<file path="src/rtl/uart_tx_controlpath.sv">
// uart_tx_controlpath: UART transmit frame sequencer (start, 8 data bits, optional parity, stop).
// Define UART_TX_PARITY_EN to insert the parity bit time and drive par_load.
module uart_tx_controlpath (
  input  logic       clock,
  input  logic       reset_n,
  input  logic       baud_tick,
  input  logic       tx_req,
  input  logic       tx_abort,
  output logic       data_load,
  output logic       par_load,
  output logic       data_shift,
  output logic [1:0] line_sel,
  output logic       tx_busy,
  output logic       tx_done
);
  typedef enum logic [2:0] {
    IDLE   = 3'd0,
    START  = 3'd1,
    DATA   = 3'd2,
    PARITY = 3'd3,
    STOP   = 3'd4
  } state_t;
  state_t     state, state_n;
  logic [3:0] tick_cnt, tick_n;
  logic [2:0] bit_cnt, bit_n;
  logic       load_n, shift_n, done_n, bit_end;
  logic [1:0] line_n;
  assign bit_end = baud_tick && (tick_cnt == 4'd15);
`ifdef UART_TX_PARITY_EN
  assign par_load = data_load;
`else
  assign par_load = 1'b0;
`endif
  always_comb begin
    state_n = state;
    tick_n  = (state != IDLE && baud_tick) ? tick_cnt + 4'd1 : tick_cnt;
    bit_n   = bit_cnt;
    load_n  = 1'b0;
    shift_n = 1'b0;
    done_n  = 1'b0;
    case (state)
      IDLE: begin
        tick_n = 4'd0;
        if (tx_req && !tx_abort) begin
          state_n = START;
          load_n  = 1'b1;
        end
      end
      START: if (bit_end) begin
        state_n = DATA;
        bit_n   = 3'd0;
      end
      DATA: if (bit_end) begin
        shift_n = 1'b1;
        bit_n   = bit_cnt + 3'd1;
`ifdef UART_TX_PARITY_EN
        if (bit_cnt == 3'd7) state_n = PARITY;
`else
        if (bit_cnt == 3'd7) state_n = STOP;
`endif
      end
`ifdef UART_TX_PARITY_EN
      PARITY: if (bit_end) state_n = STOP;
`endif
      STOP: if (bit_end) begin
        state_n = IDLE;
        done_n  = 1'b1;
      end
      default: begin
        state_n = IDLE;
        tick_n  = 4'd0;
        bit_n   = 3'd0;
      end
    endcase
    // abort outranks any bit-end transition computed above
    if (tx_abort && state != IDLE) begin
      state_n = IDLE;
      tick_n  = 4'd0;
      bit_n   = 3'd0;
      shift_n = 1'b0;
      done_n  = 1'b0;
    end
    line_n = state_n == START  ? 2'b00 :
             state_n == DATA   ? 2'b01 :
             state_n == PARITY ? 2'b10 : 2'b11;
  end
  always_ff @(posedge clock or negedge reset_n) begin
    if (!reset_n) begin
      state      <= IDLE;
      tick_cnt   <= 4'd0;
      bit_cnt    <= 3'd0;
      data_load  <= 1'b0;
      data_shift <= 1'b0;
      tx_done    <= 1'b0;
      tx_busy    <= 1'b0;
      line_sel   <= 2'b11;
    end else begin
      state      <= state_n;
      tick_cnt   <= tick_n;
      bit_cnt    <= bit_n;
      data_load  <= load_n;
      data_shift <= shift_n;
      tx_done    <= done_n;
      tx_busy    <= state_n != IDLE;
      line_sel   <= line_n;
    end
  end
endmodule

</file>
<file path="config.mk">
export PLATFORM = sky130hd
export DESIGN_NAME = uart_tx_controlpath
export DESIGN_NICKNAME = d
export VERILOG_FILES = /design/src/rtl/uart_tx_controlpath.sv
export SDC_FILE = /design/constraint.sdc
export NUM_CORES = 1
export LEC_CHECK = 0
export ABC_AREA = 1
export BUFFER_PORTS_ARGS = -buffer_cell sky130_fd_sc_hd__clkbuf_2
export CAP_MARGIN = 20
export CELL_PAD_IN_SITES_DETAIL_PLACEMENT = 0
export CELL_PAD_IN_SITES_GLOBAL_PLACEMENT = 2
export CORE_MARGIN = 2
export CORE_UTILIZATION = 35
export DETAILED_ROUTE_END_ITERATION = 10
export PLACE_DENSITY = 0.87
export SLEW_MARGIN = 10
export SYNTH_ARGS = -nofsm -noshare
export SYNTH_HDL_FRONTEND = slang
export SYNTH_SLANG_ARGS = --single-unit
</file>
<file path="constraint.sdc">
create_clock -name clock -period 3.5 [get_ports clock]
set_input_delay 0.175 -clock clock [delete_from_list [all_inputs] [get_ports clock]]
set_output_delay 0.175 -clock clock [all_outputs]
set_load 0.02 [all_outputs]
</file>
======== After elaboration in Yosys (flattened, before gate mapping) ========
Index checks and enable logic that the tools add are counted.
word-level totals
  flip-flop bits (word level) ............. 16
  input bits .............................. 5
  output and inout port bits .............. 7
  word-level logic and storage cells ...... 57
cells by class
  add/subtract/negate cells ............... 2
  equality and inequality tests ........... 12
  multiplexer cells ....................... 24
  reductions and logical operators ........ 11
operator list
  operator                                                                  count
  3-bit two-way mux                                                         9
  4-bit two-way mux                                                         3
  3-bit one-hot mux with 4 select lines                                     1
  3-bit by 2-bit equality test with 1-bit output (second input constant)    3
  3-bit one-hot mux with 3 select lines                                     1
  1-bit two-way mux                                                         8
  3-bit by 1-bit equality test with 1-bit output (second input constant)    2
  3-bit equality test (second input constant)                               2
  3-bit inequality test (second input constant)                             2
  3-bit nonzero test                                                        2
  4-bit by 1-bit adder with 4-bit output (second input constant)            1
  4-bit equality test (second input constant)                               1
  1-bit logical AND                                                         4
  2-bit two-way mux                                                         2
  3-bit by 1-bit adder with 3-bit output (second input constant)            1
  3-bit logical NOT                                                         1
  3-bit by 1-bit inequality test with 1-bit output (second input constant)  1
  3-bit AND reduction                                                       1
  3-bit OR reduction                                                        1
  2-bit by 1-bit inequality test with 1-bit output (second input constant)  1
  2-bit OR reduction                                                        1
  1-bit logical NOT                                                         1

======== Depth between registers and ports, before layout ========
Gate-level depths: netlist (run 1).
  word-level depth ........................ 9
  depth in mapped cells ................... 9
  gate-level depth less buffers ........... 9

======== Worst setup path after synthesis (run 1) ========
OpenSTA, ideal clock, no wires.
  path type ............................... flip-flop to flip-flop
  start point ............................. register tick_cnt[0]
  end point ............................... register tx_busy
  library setup time ...................... 124 ps
  data arrival time ....................... 1,077 ps
  required time ........................... 3,376 ps
  setup slack ............................. 2,298 ps
  stages on the path, launching flop included .. 9
  path buffers ............................ 0
  clock period less this slack ............ 1,202 ps
  cells stage by stage .................... dfrtp_1 -> ha_1 -> nand2_2 -> nor2_4 -> inv_1 -> nand2_1 -> nand2_1 -> nand2_2 -> nand3_1
between the ends
  cells in the longest elaborated chain, start to end .. 6
  elaborated cells between the ends (all ways) .. 8
  classes of those cells .................. eq/ne: 1; mux: 5; reduce/logical: 2
RTL lines
  what                                         RTL line    RTL
  from (decl)                                  24          logic [3:0] tick_cnt, tick_n;
  from (signal assigned)                       99          tick_cnt <= tick_n;
  4-bit equality test *                        28          assign bit_end = baud_tick && (tick_cnt == 4'd15);
  1-bit logical AND *                          28
  3-bit two-way mux, on equally long branches  65, 49, 53
  3-bit one-hot mux with 4 select lines *      41          case (state)
  3-bit two-way mux *                          76          if (tx_abort && state != IDLE) begin
  3-bit nonzero test *                         104         tx_busy <= state_n != IDLE;
  to (signal assigned)                         95          tx_busy <= 1'b0;
  to (signal assigned)                         104
  to (decl)                                    13          output logic tx_busy,
Every way passes the cells marked *; elsewhere a longest branch is shown, timed or not.
A chain may end at the register's enable or synchronous reset.

======== Final worst setup path (run 1) ========
  start point ............................. register tick_cnt[0]
  end point ............................... register line_sel[1]
between the ends
  cells in the longest elaborated chain, start to end .. 8
  elaborated cells between the ends (all ways) .. 11
  classes of those cells .................. eq/ne: 3; mux: 7; reduce/logical: 1
RTL lines
  what                                            RTL line    RTL
  4-bit equality test *                           28
  1-bit logical AND *                             28
  3-bit two-way mux, on equally long branches     65, 49, 53
  3-bit one-hot mux with 4 select lines *         41
  3-bit two-way mux *                             76
  named net state_n[0]                            23          state_t state, state_n;
  3-bit by 2-bit equality test with 1-bit output  84          state_n == DATA ? 2'b01 :
  2-bit two-way mux                               84
  2-bit two-way mux *                             83          line_n = state_n == START ? 2'b00 :
  named net line_n[1]                             27          logic [1:0] line_n;
  to (signal assigned)                            105         line_sel <= line_n;
  to (decl)                                       12          output logic [1:0] line_sel,
The timed path passes the listed nets; every way through them passes the cells marked *.

==> run metrics, run 1 <==
worst hold path depth 3; Iteration-0 DRC Markers 21; Final Non-Filler Cells 140; Worst-path clk slew 0.09 ns; slowest cell on the critical path dfrtp_1; post-synth design cell area 851 sq um; largest net degree at the start of global routing 17; Switching Power 193 uW; first-pass GRT wire length 2500 um; die area 2840 sq um; Residual DRC 0; final total power 531 uW; RSZ-0062 raised after global routing no; vias in the first global route 585; antenna violations before repair 0; Worst Hold Endpoint data_load; Distinct cells, synth 23; max cap viols 0; status completed; wire per inst 10.4 um; DP HPWL 1140 um; Detail Route Antenna Nets 0; critical hold path startpoint tx_req; Crit Path Class reg2reg; final cycle utilization of the critical path 0.382; Core Area 2250 sq um; Comb power frac 0.331; Yosys warnings 0; Synth Register Bits 16; post-synthesis cell count 99; worst-path fanout max 7; # clock sinks 16; Starting Density 0.377; row count 17; switching share of total power 0.363; CTS tree done; WP buf/inv 2; Final Hold Viols 0; CTS H-tree lvls 1; maximum root-to-sink buffer count 2; RR Endpoint line_sel[1]; placed instance count 135; Clock Latency Late Sink 0.28 ns; crit path launch type flip-flop; crit end category flip-flop; CP arrival 1.56 ns; synth-to-layout area growth 12.9%; sequential fraction of the synthesis area 0.474; post-synthesis area per instance 8.59 sq um; P per Cell Area 553 nW/um^2; post-layout min period 1.34 ns; drt first pass iters 4; RD Place Congestion 0.790; biggest cell delay along the critical path 0.39 ns; Register-to-Register Setup Slack 2.16 ns; power share of the clock group 0.224; # diodes 0; final design utilization 0.426; share of layout cells above drive strength 1 0.250; Register-to-Register Path Depth 9; Global Route Usage Sum 0.128; # Post-CTS Setup Buffers 0; post-synth net total 107; setup violators final 0; Remaining Overflow, GRT 0; Max Fclk 748 MHz; FF-to-FF Start tick_cnt[0]; LEAKAGE 0.552 nW; num ports 12; CTS buffer count 3; Hold WC Path Type in2reg; DIE WIDTH 53.3 um; Cell Chain, Critical Path ha_1 > nand2_2 > nor2_4 > inv_1 > nand2_1 > nand2_1 > nand2_2 > inv_2 > nor2_1; setup_tns 0 ns; critical path required time 3.72 ns; port bufs 10; wirelength, routed 1450 um; Clock Skews 0.00211 ns; Die Ht 53.3 um; sequential share of power 0.444; Final Net Count 121; Root Driver clkbuf_4; Top delay family on crit path simple AND/OR/NAND/NOR gates; Via density 4.57; Final Max Slew Viols 0; vias 640; Max VDD drop 0.249 mV; internal power 338 uW
placed cells by master, fill, tap and decap left out:
cell,n
nand2_1,34
dfrtp_1,14
inv_1,11
clkbuf_2,10
nand4_1,6
nand3_1,4
nand2_2,3
nor2_4,3
ha_1,3
clkbuf_4,3
nor2_2,2
nand2_4,2
a21oi_1,2
nor2_1,2
xor2_1,2
dfstp_2,2
nor3_1,1
inv_2,1
or2_1,1
o21ai_2,1
nand3b_1,1
o21ai_1,1
conb_1,1
clkbuf_8,1
dlygate4sd3_1,1
flip-flops by register name, indices dropped and copies added (netlist names):
register,count
tick_cnt,4
bit_cnt,3
state,3
line_sel,2
data_load,1
data_shift,1
tx_busy,1
tx_done,1
synth_stat cells:
cell type,count,area (sq um)
dfrtp_1,14,350
nor2_4,3,33.8
clkbuf_8,1,13.8
nand2_4,2,22.5
nand3_1,4,20.0
or2_1,1,6.26
nand4_1,6,37.5
inv_1,11,41.3
buf_4,1,7.51
nor2_2,2,12.5
conb_1,1,3.75
inv_2,1,3.75
o21ai_1,1,5.00
dfstp_2,2,52.6
xor2_1,2,17.5
nand2_2,3,18.8
o21ai_2,1,8.76
a21oi_1,2,10.0
ha_1,3,37.5
nand2_1,34,128
nor2_1,2,7.51
nor3_1,1,5.00
nand3b_1,1,7.51
repair_timing:
item / 4_1_cts / 5_1_grt
gates resized for setup: 0 / 0
hold buffers: 1 / 0
hold endpoints to repair: 14 / 0
layer usage:
layer  global-route usage  wire length, um
met5                    0                0
met4               0.0940               16
met3               0.0254               58
met2                0.198              697
met1                0.156              678
final cells by class:
cell class              instances  area (sq um)
clock buffers                   4          36.3
repair buffers                 11          60.1
inverters                      12          45.0
multi-input cells              69           382
flip-flops and latches         16           403
well taps                      28          35.0
fillers                       233          1290
how the worst max path moves through the flow:
stage,slack [ns],endpoint,startpoint,depth (start not counted)
after floorplan,2.30,tx_busy,tick_cnt[0],8
after global placement,2.20,line_sel[1],tick_cnt[0],6
after detailed placement,2.18,line_sel[1],tick_cnt[0],9
after CTS,2.15,line_sel[1],tick_cnt[0],9
after global routing,2.02,line_sel[1],tick_cnt[0],9
final,2.16,line_sel[1],tick_cnt[0],9
power groups by stage:
stage	Clock, mW	Sequential [mW]	Combinational, mW
detailed placement	0	0.240	0.177
global route	0.134	0.240	0.199
floorplan	0	0.265	0.114
global placement	0	0.240	0.174
finish	0.119	0.236	0.176
CTS	0.128	0.236	0.179
through the flow:
stage | cell area (sq um) | hold slack, ns | setup WS (ns)
2_1_floorplan | 851 | -0.121 | 2.30
3_3_place_gp | 915 | 0.116 | 2.20
3_5_place_dp | 915 | 0.124 | 2.18
4_1_cts | 961 | 0.160 | 2.15
5_1_grt | 961 | 0.199 | 2.02
6_report | 961 | 0.173 | 2.16
logic make-up (layout without fill, tap and decap cells):
family,count (synthesis),after routing,share of synthesized area
buffers and inverters,14,27,0.0779
adders and majority gates,3,3,0.0441
other,1,1,0.00441
AOI/OAI and AO/OA,4,4,0.0279
DFF,16,16,0.474
xor gates and xnor gates,2,2,0.0206
and+or+nand+nor,59,59,0.351
worst register-to-register path, delay by kind of cell, from the launching register on:
kind,cells,cell delay [ns]
simple gates,6,0.58
fa+ha+maj,1,0.21
buf+inv,2,0.12
flops,1,0.39
(Power assumes the default switching activity.)
==> inputs of run 2 (changes only) <==
- CORE_UTILIZATION: 35 -> 29
- PLACE_DENSITY: 0.87 -> 0.78
- clock period: 3.5 -> 1.2 ns (I/O delays scaled with it)
==> run metrics, run 2 (same netlist as run 1, synthesis figures left out) <==
wirelength, routed 1630 um (+12%); Crit Path Class reg2reg; critical path required time 1.38 ns (-2.34 ns); Final Non-Filler Cells 154 (+10%); Comb power frac 0.412 (+0.081); most frequent CP cell nand2_1; power share of the clock group 0.201 (-0.023); final cycle utilization of the critical path 1.06 (+0.679); Die Ht 58.2 um (+9.1%); Finished Cell Area 1120 sq um (+17%); Final Net Count 132 (+9.1%); worst-path fanout max 7 (unchanged); status complete, but fails checks; row count 19 (+2); Biggest register tick_cnt; crit path launch type flip-flop; DIE WIDTH 58.2 um (+9.1%); vias 692 (+8.1%); wire per inst 10.6 um (+2.2%); # diodes 0 (unchanged); synth-to-layout area growth 32.2%; Hold WC Path Type in2reg; Register-to-Register Setup Slack -0.07 ns (-2.24 ns); Cell Chain, Critical Path ha_2 > nand2_2 > nor2_4 > nand2_1 > nand2_2 > nand2_1 > nand2_1 > nand3_2; Switching Power 659 uW (+240%); CTS H-tree lvls 1 (unchanged); share of layout cells above drive strength 1 0.447 (+0.197); sequential share of power 0.386 (-0.058); Final Worst Setup Slack -0.0730 ns (-2.24 ns); RD Place Congestion 0.721 (-8.8%); Remaining Overflow, GRT 0 (unchanged); internal power 1.11 mW (+230%); Detail Route Antenna Nets 0 (unchanged); final design utilization 0.404 (-0.0218); Clock Skews 0.00213 ns (+0.0000149 ns); Via density 4.49 (-1.7%); crit end category flip-flop; P per Cell Area 1580 nW/um^2 (+190%); setup violators final 8 (+8); RSZ-0062 raised after global routing yes; most common cell after layout, fill and taps aside nand2_1; pre-CTS setup slack -0.0987 ns (-2.28 ns); Largest regs tick_cnt x4, bit_cnt x3, state x3; post-layout min period 1.27 ns (-0.0635 ns); Starting Density 0.306 (-0.0715); biggest cell delay along the critical path 0.37 ns (-0.02 ns); Global Route Usage Sum 0.113 (-0.0148); first-pass GRT wire length 2840 um (+14%); final total power 1.77 mW (+230%); slowest cell on the critical path dfrtp_1; Clock Latency Late Sink 0.28 ns (about the same); max cap viols 0 (unchanged); CTS buffer count 3 (unchanged); antenna violations before repair 0 (unchanged); most frequent cells in the layout 28 x nand2_1, 13 x dfrtp_1, 10 x clkbuf_2, 9 x buf_4, 8 x inv_1; Max VDD drop 0.905 mV (+260%); switching share of total power 0.371 (+0.00804); Residual DRC 0 (unchanged); Worst-path clk slew 0.10 ns (about the same); Final Hold Viols 0 (unchanged); Iteration-0 DRC Markers 24 (+14%); Core Area 2780 sq um (+23%); # clock sinks 16 (unchanged); final-layout fill cell count 281 (+21%); Multi-input gate area 442 sq um (+16%); largest net degree at the start of global routing 17 (unchanged); max FFs per register 4 (unchanged); port bufs 10 (unchanged); worst hold margin 0.0531 ns (-0.120 ns); failing checks negative setup slack; placed inst area 993 sq um (+8.6%); setup_tns -0.288 ns (-0.288 ns); CP arrival 1.45 ns (-0.11 ns); LEAKAGE 0.629 nW (+14%); placed instance count 146 (+8.1%); vias in the first global route 624 (+6.7%); maximum root-to-sink buffer count 2 (unchanged); CTS tree done; register area 404 sq um (+0.31%); num ports 12 (unchanged); Max Fclk 786 MHz (+5.0%); drt first pass iters 4 (unchanged); die area 3380 sq um (+19%); DP HPWL 1220 um (+6.6%); Final Max Slew Viols 0 (unchanged); Root Driver clkbuf_4
run 2: cell type report:
type | instances | area share
multi-input cells | 69 | 0.393
clock buffers | 4 | 0.0323
repair buffers | 22 | 0.141
well taps | 31 | 0.0345
flip-flops and latches | 16 | 0.359
inverters | 12 | 0.0400
run 2: metal layers:
layer | GRT usage | share of wire
met1 | 0.155 | 0.46
met3 | 0.0223 | 0.028
met4 | 0.0698 | 0.019
met5 | 0 | 0
met2 | 0.164 | 0.50
run 2: what timing repair did:
action,in CTS,in global routing
pin swaps,10,9
buffers inserted,1,2
cloned,0,0
setup endpoints to repair,11,13
hold buffers,1,0
gates resized for setup,10,10
endpoints found under the hold margin,16,0
run 2: final timing paths:
path | start | end | depth (start not counted)
worst max-delay path | tick_cnt[1] | tx_busy | 8
worst min-delay path | tx_req | data_load | 3
worst max register to register | tick_cnt[1] | tx_busy | 8
worst min register to register | bit_cnt[1] | bit_cnt[1] | 2
max in group asynchronous | reset_n | line_sel[0] | 2
min in group asynchronous | reset_n | bit_cnt[2] | 2
run 2: worst max-delay path, delay by kind of cell (launching register included):
family / cells / cell delay (ns)
DFF: 1 / 0.37
and+or+nand+nor: 7 / 0.60
adders and majority gates: 1 / 0.19
run 2: power groups by stage:
stage,Clock [mW],Sequential (mW),Combinational (mW)
6_report,0.357,0.685,0.731
2_1_floorplan,0,0.773,0.334
5_1_grt,0.397,0.699,0.810
3_5_place_dp,0,0.696,0.628
3_3_place_gp,0,0.696,0.619
4_1_cts,0.378,0.685,0.711
==> inputs of run 3 (changes only) <==
- REMOVE_ABC_BUFFERS: unset -> 1
==> run metrics, run 3 (same netlist as run 1, synthesis figures left out) <==
status complete, but fails checks; failing checks negative setup slack; setup_tns -0.187 ns (+0.101 ns); post-layout min period 1.24 ns (-0.0363 ns); vias in the first global route 620 (-0.64%); DP HPWL 1260 um (+3.2%); Via density 4.51 (+0.43%); Final Max Slew Viols 0 (unchanged); DR top layer met4; Multi-input gate area 455 sq um (+3.1%); max cap viols 0 (unchanged); first-pass GRT wire length 2680 um (-5.6%); CTS buffer count 3 (unchanged); Final Hold Viols 0 (unchanged); Iteration-0 DRC Markers 5 (-79%); Clock Latency Late Sink 0.28 ns (about the same); die area 3380 sq um (unchanged); crit path launch type flip-flop; maximum root-to-sink buffer count 2 (unchanged); DIE WIDTH 58.2 um (unchanged); # diodes 0 (unchanged); worst-path fanout max 7 (unchanged); Die Ht 58.2 um (unchanged); final total power 1.86 mW (+5.1%); Global Route Usage Sum 0.106 (-0.00736); port bufs 10 (unchanged); antenna violations before repair 0 (unchanged); Clock Skews 0.00178 ns (-0.000346 ns); final cycle utilization of the critical path 1.03 (-0.0303); Max VDD drop 1.01 mV (+12%); CTS H-tree lvls 1 (unchanged); # clock sinks 16 (unchanged); Max Fclk 809 MHz (+2.9%); Crit Path Class reg2reg; met2 wire len 859 um (+6.2%); RSZ-0062 raised after global routing yes; register area 407 sq um (+0.62%); CP arrival 1.41 ns (-0.04 ns); Detail Route Antenna Nets 0 (unchanged); share of layout cells above drive strength 1 0.512 (+0.0647); synth-to-layout area growth 37.6%; Hold WC Path Type in2reg; P per Cell Area 1590 nW/um^2 (+0.91%); Final Net Count 136 (+3.0%); setup violators final 10 (+2); largest net degree at the start of global routing 17 (unchanged); max FFs per register 4 (unchanged); critical path required time 1.38 ns (about the same); most common cell after layout, fill and taps aside nand2_1; Starting Density 0.306 (unchanged); DRT met1 WL 773 um (+3.8%); Remaining Overflow, GRT 0 (unchanged); Worst-path clk slew 0.10 ns (about the same); Biggest register tick_cnt; final-layout fill cell count 285 (+1.4%); Root Driver clkbuf_4; metal3 WL 66 um (+43%); Residual DRC 0 (unchanged); LEAKAGE 0.632 nW (+0.37%); row count 19 (unchanged); crit end category flip-flop; most frequent cells in the layout 29 x nand2_1, 13 x buf_4, 11 x dfrtp_1, 10 x clkbuf_2, 7 x inv_2; drt first pass iters 4 (unchanged); CTS tree done; wirelength, routed 1710 um (+5.0%); final design utilization 0.421 (+0.0166); wire per inst 10.8 um (+2.3%); Largest regs tick_cnt x4, bit_cnt x3, state x3; Final Worst Setup Slack -0.0367 ns (+0.0363 ns); vias 713 (+3.0%); num ports 12 (unchanged); RD Place Congestion 0.767 (+6.4%); Core Area 2780 sq um (unchanged); pre-CTS setup slack -0.0391 ns (+0.0596 ns)
[run 3: what timing repair did]
action	in CTS	in global routing
gates cloned	0	0
resized for setup	14	15
endpoints found under the setup margin	11	13
hold buffers	1	0
setup buffers	0	6
endpoints found under the hold margin	14	0
pin swaps	13	13
[run 3: power breakdown]
group / switching (mW) / leakage [nW] / total (mW) / internal [mW]
registers: 0.0497 / 0.208 / 0.697 / 0.647
logic: 0.473 / 0.403 / 0.811 / 0.339
clock network: 0.170 / 0.0210 / 0.355 / 0.185
total: 0.692 / 0.632 / 1.86 / 1.17
[run 3: final timing paths]
kind / cells past startpoint / slack [ns] / from / end
min reg2reg: 2 / 0.49 / bit_cnt[1] / bit_cnt[1]
max reg2reg: 8 / -0.04 / tick_cnt[1] / tx_busy
max in group asynchronous: 2 / 0.67 / reset_n / line_sel[0]
min: 3 / 0.02 / tx_req / data_load
min in group asynchronous: 2 / 0.22 / reset_n / state[0]
max: 8 / -0.04 / tick_cnt[1] / tx_busy
[run 3: critical path, stage by stage (launching register included)]
cell and delay [ns]:
dfrtp_1 0.37, ha_2 0.19, nand2_2 0.06, nor2_4 0.18, nand2_1 0.09, nand2_2 0.07
nand2_1 0.05, nand2_1 0.07, nand3_2 0.06
[run 3: area by class of cell]
cell class | instances | share of cell area
multi-input combinational | 69 | 0.389
sequential | 16 | 0.347
timing repair buffer | 26 | 0.161
inverter | 12 | 0.0385
tap | 31 | 0.0331
clock buffer | 4 | 0.0310
[run 3: through the flow]
stage,hold WS [ns],instance area [sq um],std cells
after floorplan,-0.236,830,97
after global placement,0.00607,998,147
after detailed placement,0.0143,998,147
after CTS,0.0163,1080,152
after global routing,0.0221,1170,158
final,0.0237,1170,158
[run 3: layer usage]
layer / vias up / GRT usage
li1: 365 / -
met1: 332 / 0.130
met2: 14 / 0.175
met3: 2 / 0.0402
met4: 0 / 0.0266
met5: - / 0
